### src/rtl/mem_arbiter.sv
`default_nettype none
// ============================================================================
// Module   : mem_arbiter
// Purpose  : Shares one single-ported 32-bit memory between instruction fetch
//            and load/store. Data accesses have priority, and a starvation
//            counter makes sure a waiting fetch eventually gets a slot. Read
//            data returns one cycle after the grant on the owning port.
// Revision : 1.0 - initial release
// ============================================================================
module mem_arbiter #(
    parameter int ADDR_W         = 8,
    parameter int MAX_FETCH_WAIT = 2
) (
    input  logic              clk,
    input  logic              rst,
    // instruction fetch port
    input  logic              if_req,
    input  logic [31:0]       if_addr,
    input  logic              if_flush,
    output logic              if_gnt,
    output logic              if_valid,
    output logic [31:0]       if_rdata,
    // load/store port
    input  logic              d_req,
    input  logic              d_we,
    input  logic [3:0]        d_be,
    input  logic [31:0]       d_addr,
    input  logic [31:0]       d_wdata,
    output logic              d_gnt,
    output logic              d_valid,
    output logic [31:0]       d_rdata,
    // memory side
    output logic              mem_en,
    output logic [3:0]        mem_we,
    output logic [ADDR_W-1:0] mem_addr,
    output logic [31:0]       mem_wdata,
    input  logic [31:0]       mem_rdata
);

    typedef enum logic [1:0] {
        OWN_NONE = 2'd0,
        OWN_IF   = 2'd1,
        OWN_D    = 2'd2
    } owner_t;

    localparam logic [3:0] MAX_WAIT = 4'(MAX_FETCH_WAIT);

    owner_t     owner_q, owner_d;
    logic [3:0] wait_q, wait_d;
    logic       fetch_forced;
    logic       d_win;
    logic       if_win;

    // Byte-offset bits and the bits above the word address are dropped so
    // that out-of-range addresses simply wrap around the memory.
    logic unused_addr_bits;
    assign unused_addr_bits = ^{if_addr[1:0], if_addr[31:ADDR_W+2],
                                d_addr[1:0],  d_addr[31:ADDR_W+2]};

    // Arbitration, starvation counter next-state and memory request muxing.
    always_comb begin
        fetch_forced = if_req && (wait_q == MAX_WAIT);
        // Nothing is granted while reset is held, whatever the requests.
        d_win        = rst && d_req && !fetch_forced;
        if_win       = rst && if_req && !d_win;

        wait_d = wait_q;
        if (!if_req || if_win) begin
            wait_d = 4'd0;
        end else if (wait_q < MAX_WAIT) begin
            wait_d = wait_q + 4'd1;
        end

        owner_d = OWN_NONE;
        if (d_win) begin
            owner_d = OWN_D;
        end else if (if_win) begin
            owner_d = OWN_IF;
        end

        mem_en    = d_win || if_win;
        mem_addr  = d_win ? d_addr[ADDR_W+1:2] : if_addr[ADDR_W+1:2];
        mem_we    = (d_win && d_we) ? d_be : 4'b0000;
        mem_wdata = d_wdata;
    end

    // Owner of the response slot and the fetch starvation counter; a reset
    // drops any response that was in flight.
    always_ff @(posedge clk or negedge rst) begin
        if (!rst) begin
            owner_q <= OWN_NONE;
            wait_q  <= 4'd0;
        end else begin
            owner_q <= owner_d;
            wait_q  <= wait_d;
        end
    end

    // A flush in the response cycle hides the fetch data of the prior grant
    // without affecting a new fetch grant in the same cycle.
    always_comb begin
        if_gnt   = if_win;
        d_gnt    = d_win;
        if_valid = (owner_q == OWN_IF) && !if_flush;
        d_valid  = (owner_q == OWN_D);
        if_rdata = mem_rdata;
        d_rdata  = mem_rdata;
    end

endmodule
`default_nettype wire

### config.mk
export PLATFORM = sky130hd
export DESIGN_NAME = mem_arbiter
export DESIGN_NICKNAME = d
export VERILOG_FILES = /design/src/rtl/mem_arbiter.sv
export SDC_FILE = /design/constraint.sdc
export NUM_CORES = 1
export LEC_CHECK = 0
export BUFFER_PORTS_ARGS = -buffer_cell sky130_fd_sc_hd__buf_2
export CORE_AREA = 2 2 97 99
export DETAILED_ROUTE_END_ITERATION = 8
export DIE_AREA = 0 0 99 101
export SLEW_MARGIN = 20
export SYNTH_ARGS = -nofsm -noshare
export SYNTH_HDL_FRONTEND = slang
export SYNTH_SLANG_ARGS = --single-unit
### constraint.sdc
create_clock -name clk -period 3.47 [get_ports clk]
set_input_delay 0 -clock clk [delete_from_list [all_inputs] [get_ports clk]]
set_output_delay 0 -clock clk [all_outputs]
set_load 0.02 [all_outputs]
-- Yosys cells after proc, flatten, opt, wreduce, memory -nomap -nowiden
Cells that the tools add are included.
- magnitude comparators: 1
- multiplexer cells: 6
- equality and inequality tests: 3
- add/subtract/negate cells: 1
- reductions and logical operators: 14
- operators with widths (cell ; count):
    4-bit 2-to-1 mux ; 3
    8-bit 2-to-1 mux ; 1
    1-bit logical AND ; 7
    4-bit by 1-bit adder with 4-bit output, second input constant ; 1
    4-bit by 2-bit == test with 1-bit output, second input constant ; 1
    1-bit zero test ; 4
    4-bit by 2-bit < comparator with 1-bit output, second input constant ; 1
    2-bit by 1-bit == test with 1-bit output, second input constant ; 1
    2-bit == test, second input constant ; 1
    1-bit logical OR ; 2
    2-bit 2-to-1 mux ; 1
    2-bit nonzero test ; 1
    1-bit 2-to-1 mux ; 1
- bits of input ports: 138
- register bits: 6
- output and inout bits: 113
- logic and storage cells: 27

-- Depth between registers and ports, before layout
- depth after elaboration: 8
- depth in mapped cells: 5
- gate-level depth less buffers: 5

-- Worst setup path before layout
OpenSTA, ideal clock, no wires.
- kind: register to output
- start point: reg wait_q[0]
- end point: out mem_addr[4]
- stages on the path, launching flop included: 6
- data required time: 3.470 ns
- setup slack: 2.061 ns
- arrival time: 1.409 ns
- buffers on the path: 1
- cells stage by stage: dfrtp_1 inv_1 ha_1 a31oi_4 buf_6 mux2_4
- word-level cells in the longest chain between the ends: 5
- RTL lines (element ; RTL line ; text):
    from (decl) ; 49 ; logic [3:0] wait_q, wait_d;
    from (signal assigned) ; 95 ; wait_q <= wait_d;
    4-bit by 2-bit == test with 1-bit output ; 62 ; fetch_forced = if_req && (wait_q == MAX_WAIT);
    1-bit logical AND ; 62 ;
    1-bit zero test ; 64 ; d_win = rst && d_req && !fetch_forced;
    1-bit logical AND ; 64 ;
    net d_gnt ; 29 ; output logic d_gnt,
    8-bit 2-to-1 mux ; 82 ; mem_addr = d_win ? d_addr[ADDR_W+1:2] : if_addr[ADDR_W+1:2];
    to (decl) ; 35 ; output logic [ADDR_W-1:0] mem_addr,
The timed path passes the listed nets, and every way through them passes these cells.

-- Final worst setup path
- start point: reg wait_q[0]
- end point: out mem_addr[7]
- word-level cells in the longest chain between the ends: 5
- RTL lines (element ; RTL line):
    4-bit by 2-bit == test with 1-bit output ; 62
    1-bit logical AND ; 62
    1-bit zero test ; 64
    1-bit logical AND ; 64
    8-bit 2-to-1 mux ; 82
No other way between the ends.

==> run_results.csv <==
group,metric,value,unit
global_route,grt_max_degree,17,
timing,final-setup-viol-count,0,
timing,fmax,0.524,GHz
clock_tree,cts_buffers,3,
floorplan,die_w,99,um
floorplan,start_util,0.131,
power_and_ir_drop,p_switching,0.0974,mW
finish,postLayoutCoreUtil,0.0939,
flow_run,drv_cap,0,
timing,hold_viol_final,0,
setup_path,cp_cell_sequence,"inv_1 -> ha_1 -> a31oi_4 -> mux2_2 -> buf_2",
synthesis,synthesis.instances,140,
clock_tree,clk_latency,0.22,ns
placement,portBuffers,42,
finish,drive_above_1_share,0.674,
detailed_routing,wirelength,1920,um
clock_tree,cts.sinks,6,
setup_path,crit_fanout,16,
min_path,hold_class,"in2out",
setup_path,crit_type,"reg2out",
floorplan,die_h,101,um
detailed_routing,drt-initial-drc-count,4,
detailed_routing,vias,581,
floorplan,rows,35,
timing,post-route-min-period,1.91,ns
timing,rsz0062_at_grt,"no",
synthesis,yosys_warnings,0,
detailed_routing,ant_nets,0,
global_route,gr-total-overflow,0,
synthesis,syn-num-nets,280,
global_route,antenna_found_initial,0,
clock_tree,root_buffer,"clkbuf_8",
setup_path,max_stage_delay,0.47,ns
timing,worst_slew_pin_slew,0.578,ns
synthesis,synth.avg_cell_area,8.39,um2
setup_path,crit_slowest_cell,"a31oi_4",
power_and_ir_drop,total_power,0.305,mW
setup_path,critPathLaunchType,"flop",
timing,slew_violations,0,
finish,area_growth,-28.2,%
power_and_ir_drop,pwr-share-seq,0.297,
clock_tree,post-cts-setup-buffer-count,0,
detailed_routing,drc,0,
setup_path,cp.arrival,1.91,ns
synthesis,ys_seq_area_frac,0.128,
power_and_ir_drop,ir_drop,119,uV
clock_tree,cts_tree,"built",
global_route,gr-usage-all-layers,0.0330,
clock_tree,clock_path_buffers,2,
power_and_ir_drop,cellPowerDensity,362,nW/um2
global_route,grt_pass1_vias,559,
detailed_routing,dr.pass1.iters,4,
power_and_ir_drop,p_leak,0.410,nW
clock_tree,htreeDepth,1,
timing,skew,0.00553,ns
placement,dp_slack,1.77,ns
power_and_ir_drop,internal_power,0.207,mW
finish,nets,231,
power_and_ir_drop,p_sw_frac,0.319,
power_and_ir_drop,pwr-share-comb,0.363,
placement,dp_hpwl,1550,um
power_and_ir_drop,clkPwrFrac,0.340,
run_status,outcome,"complete, no violations",
finish,final_cell_mix,"42 x buf_2, 7 x nor2_1, 6 x dfrtp_1, 5 x and3_2, 5 x mux2_2",
clock_tree,ctsHoldBuffers,1,
setup_path,cp-end-kind,"output port",
finish,final_common_cell,"buf_2",
synthesis,ys_seq_elements,6,
timing,finalCritPeriodShare,0.550,
floorplan,coreArea,8980,um2
global_route,grt_pass1_wl,2630,um
finish,diodes,0,
placement,routabilityCongestion,0.637,
floorplan,die_area,10000,um2
finish,final_cell_area,843,um2
floorplan,io_pins,251,
timing,relSlewSlack,0.610,
placement,dpl_cell_area,792,um2
setup_path,cp.required,3.47,ns
clock_tree,cts_resized,0,
synthesis,yosysUniqueCellTypes,20,
clock_tree,clk_pin_slew_worst_paths,0.04,ns
detailed_routing,viasPerCell,2.91,
timing,tns,0,ns
synthesis,syn_area,1170,um2
timing,finalWorstSetupSlack,1.56,ns
detailed_routing,routedWlPerCell,9.59,um
logic make-up after synthesis:
group | count (synthesis) | share of synthesized area
xor gates and xnor gates | 1 | 0.00746
muxes | 8 | 0.0863
and+or+nand+nor | 21 | 0.0948
AOI/OAI and AO/OA | 4 | 0.0362
buffers and inverters | 98 | 0.626
adders and majority gates | 2 | 0.0213
DFF | 6 | 0.128
sequential cells by signal (all words and copies together), names as in the netlist:
name	flops
wait_q	4
owner_q	2
cells in the mapped netlist:
library cell	instances	share of area
o21a_1	1	0.0064
and3_2	5	0.032
xnor2_1	1	0.0075
o311ai_0	1	0.0075
a31oi_4	1	0.018
a21oi_1	1	0.0043
nor2_2	1	0.0053
nor2_1	7	0.022
mux2_2	5	0.048
inv_1	1	0.0032
buf_6	1	0.0096
buf_4	96	0.61
mux2_4	3	0.038
dfrtp_1	6	0.13
ha_1	2	0.021
nor3_1	2	0.0085
nand2b_1	1	0.0053
nand2_1	3	0.0096
nor2b_1	1	0.0053
nor3b_1	1	0.0064
layer usage:
layer / part of all wire / GRT usage
met5: 0 / 0
met4: 0.16 / 0.0674
met3: 0.20 / 0.0173
met2: 0.39 / 0.0463
met1: 0.25 / 0.0208
power by group through the flow:
| stage | Clock [mW] | Combinational [mW] | Sequential (mW) |
|---|---|---|---|
| floorplan | 0 | 0.240 | 0.0894 |
| global placement | 0 | 0.109 | 0.0910 |
| detailed placement | 0 | 0.111 | 0.0918 |
| CTS | 0.108 | 0.113 | 0.0909 |
| global route | 0.112 | 0.125 | 0.0924 |
| finish | 0.104 | 0.111 | 0.0907 |
worst paths after layout:
| path | start | endpoint | slack, ns | cells past startpoint |
|---|---|---|---|---|
| setup / recovery | wait_q[0] | mem_addr[7] | 1.56 | 5 |
| hold / removal | d_wdata[9] | mem_wdata[9] | 0.000007 | 0 |
| setup reg to reg | wait_q[0] | wait_q[2] | 2.00 | 5 |
| hold reg to reg | wait_q[0] | wait_q[0] | 0.57 | 2 |
| max in group asynchronous | rst | owner_q[0] | 3.11 | 2 |
| min in group asynchronous | rst | wait_q[2] | 0.17 | 2 |
worst max-delay path: cells and delay by family, from the launching register on:
kind	cells	cell delay (ns)
DFF	1	0.37
buffers and inverters	2	0.22
muxes	1	0.39
adders and majority gates	1	0.23
AOI/OAI and AO/OA	1	0.47
metrics by stage:
| step | hold WS (ns) | cells |
|---|---|---|
| floorplan | -0.296 | 140 |
| global placement | -0.140 | 196 |
| detailed placement | -0.137 | 196 |
| CTS | 0.000137 | 200 |
| global route | 0.0000292 | 200 |
| finish | 0.00000746 | 200 |
cell type report:
class                   count  area, um2
fillers                  1023       8130
multi-input cells          36        289
repair buffers             43        220
flip-flops and latches      6        150
well taps                 111        139
clock buffers               3       41.3
inverters                   1       3.75
No activity file was read; power rests on OpenSTA's default activity.
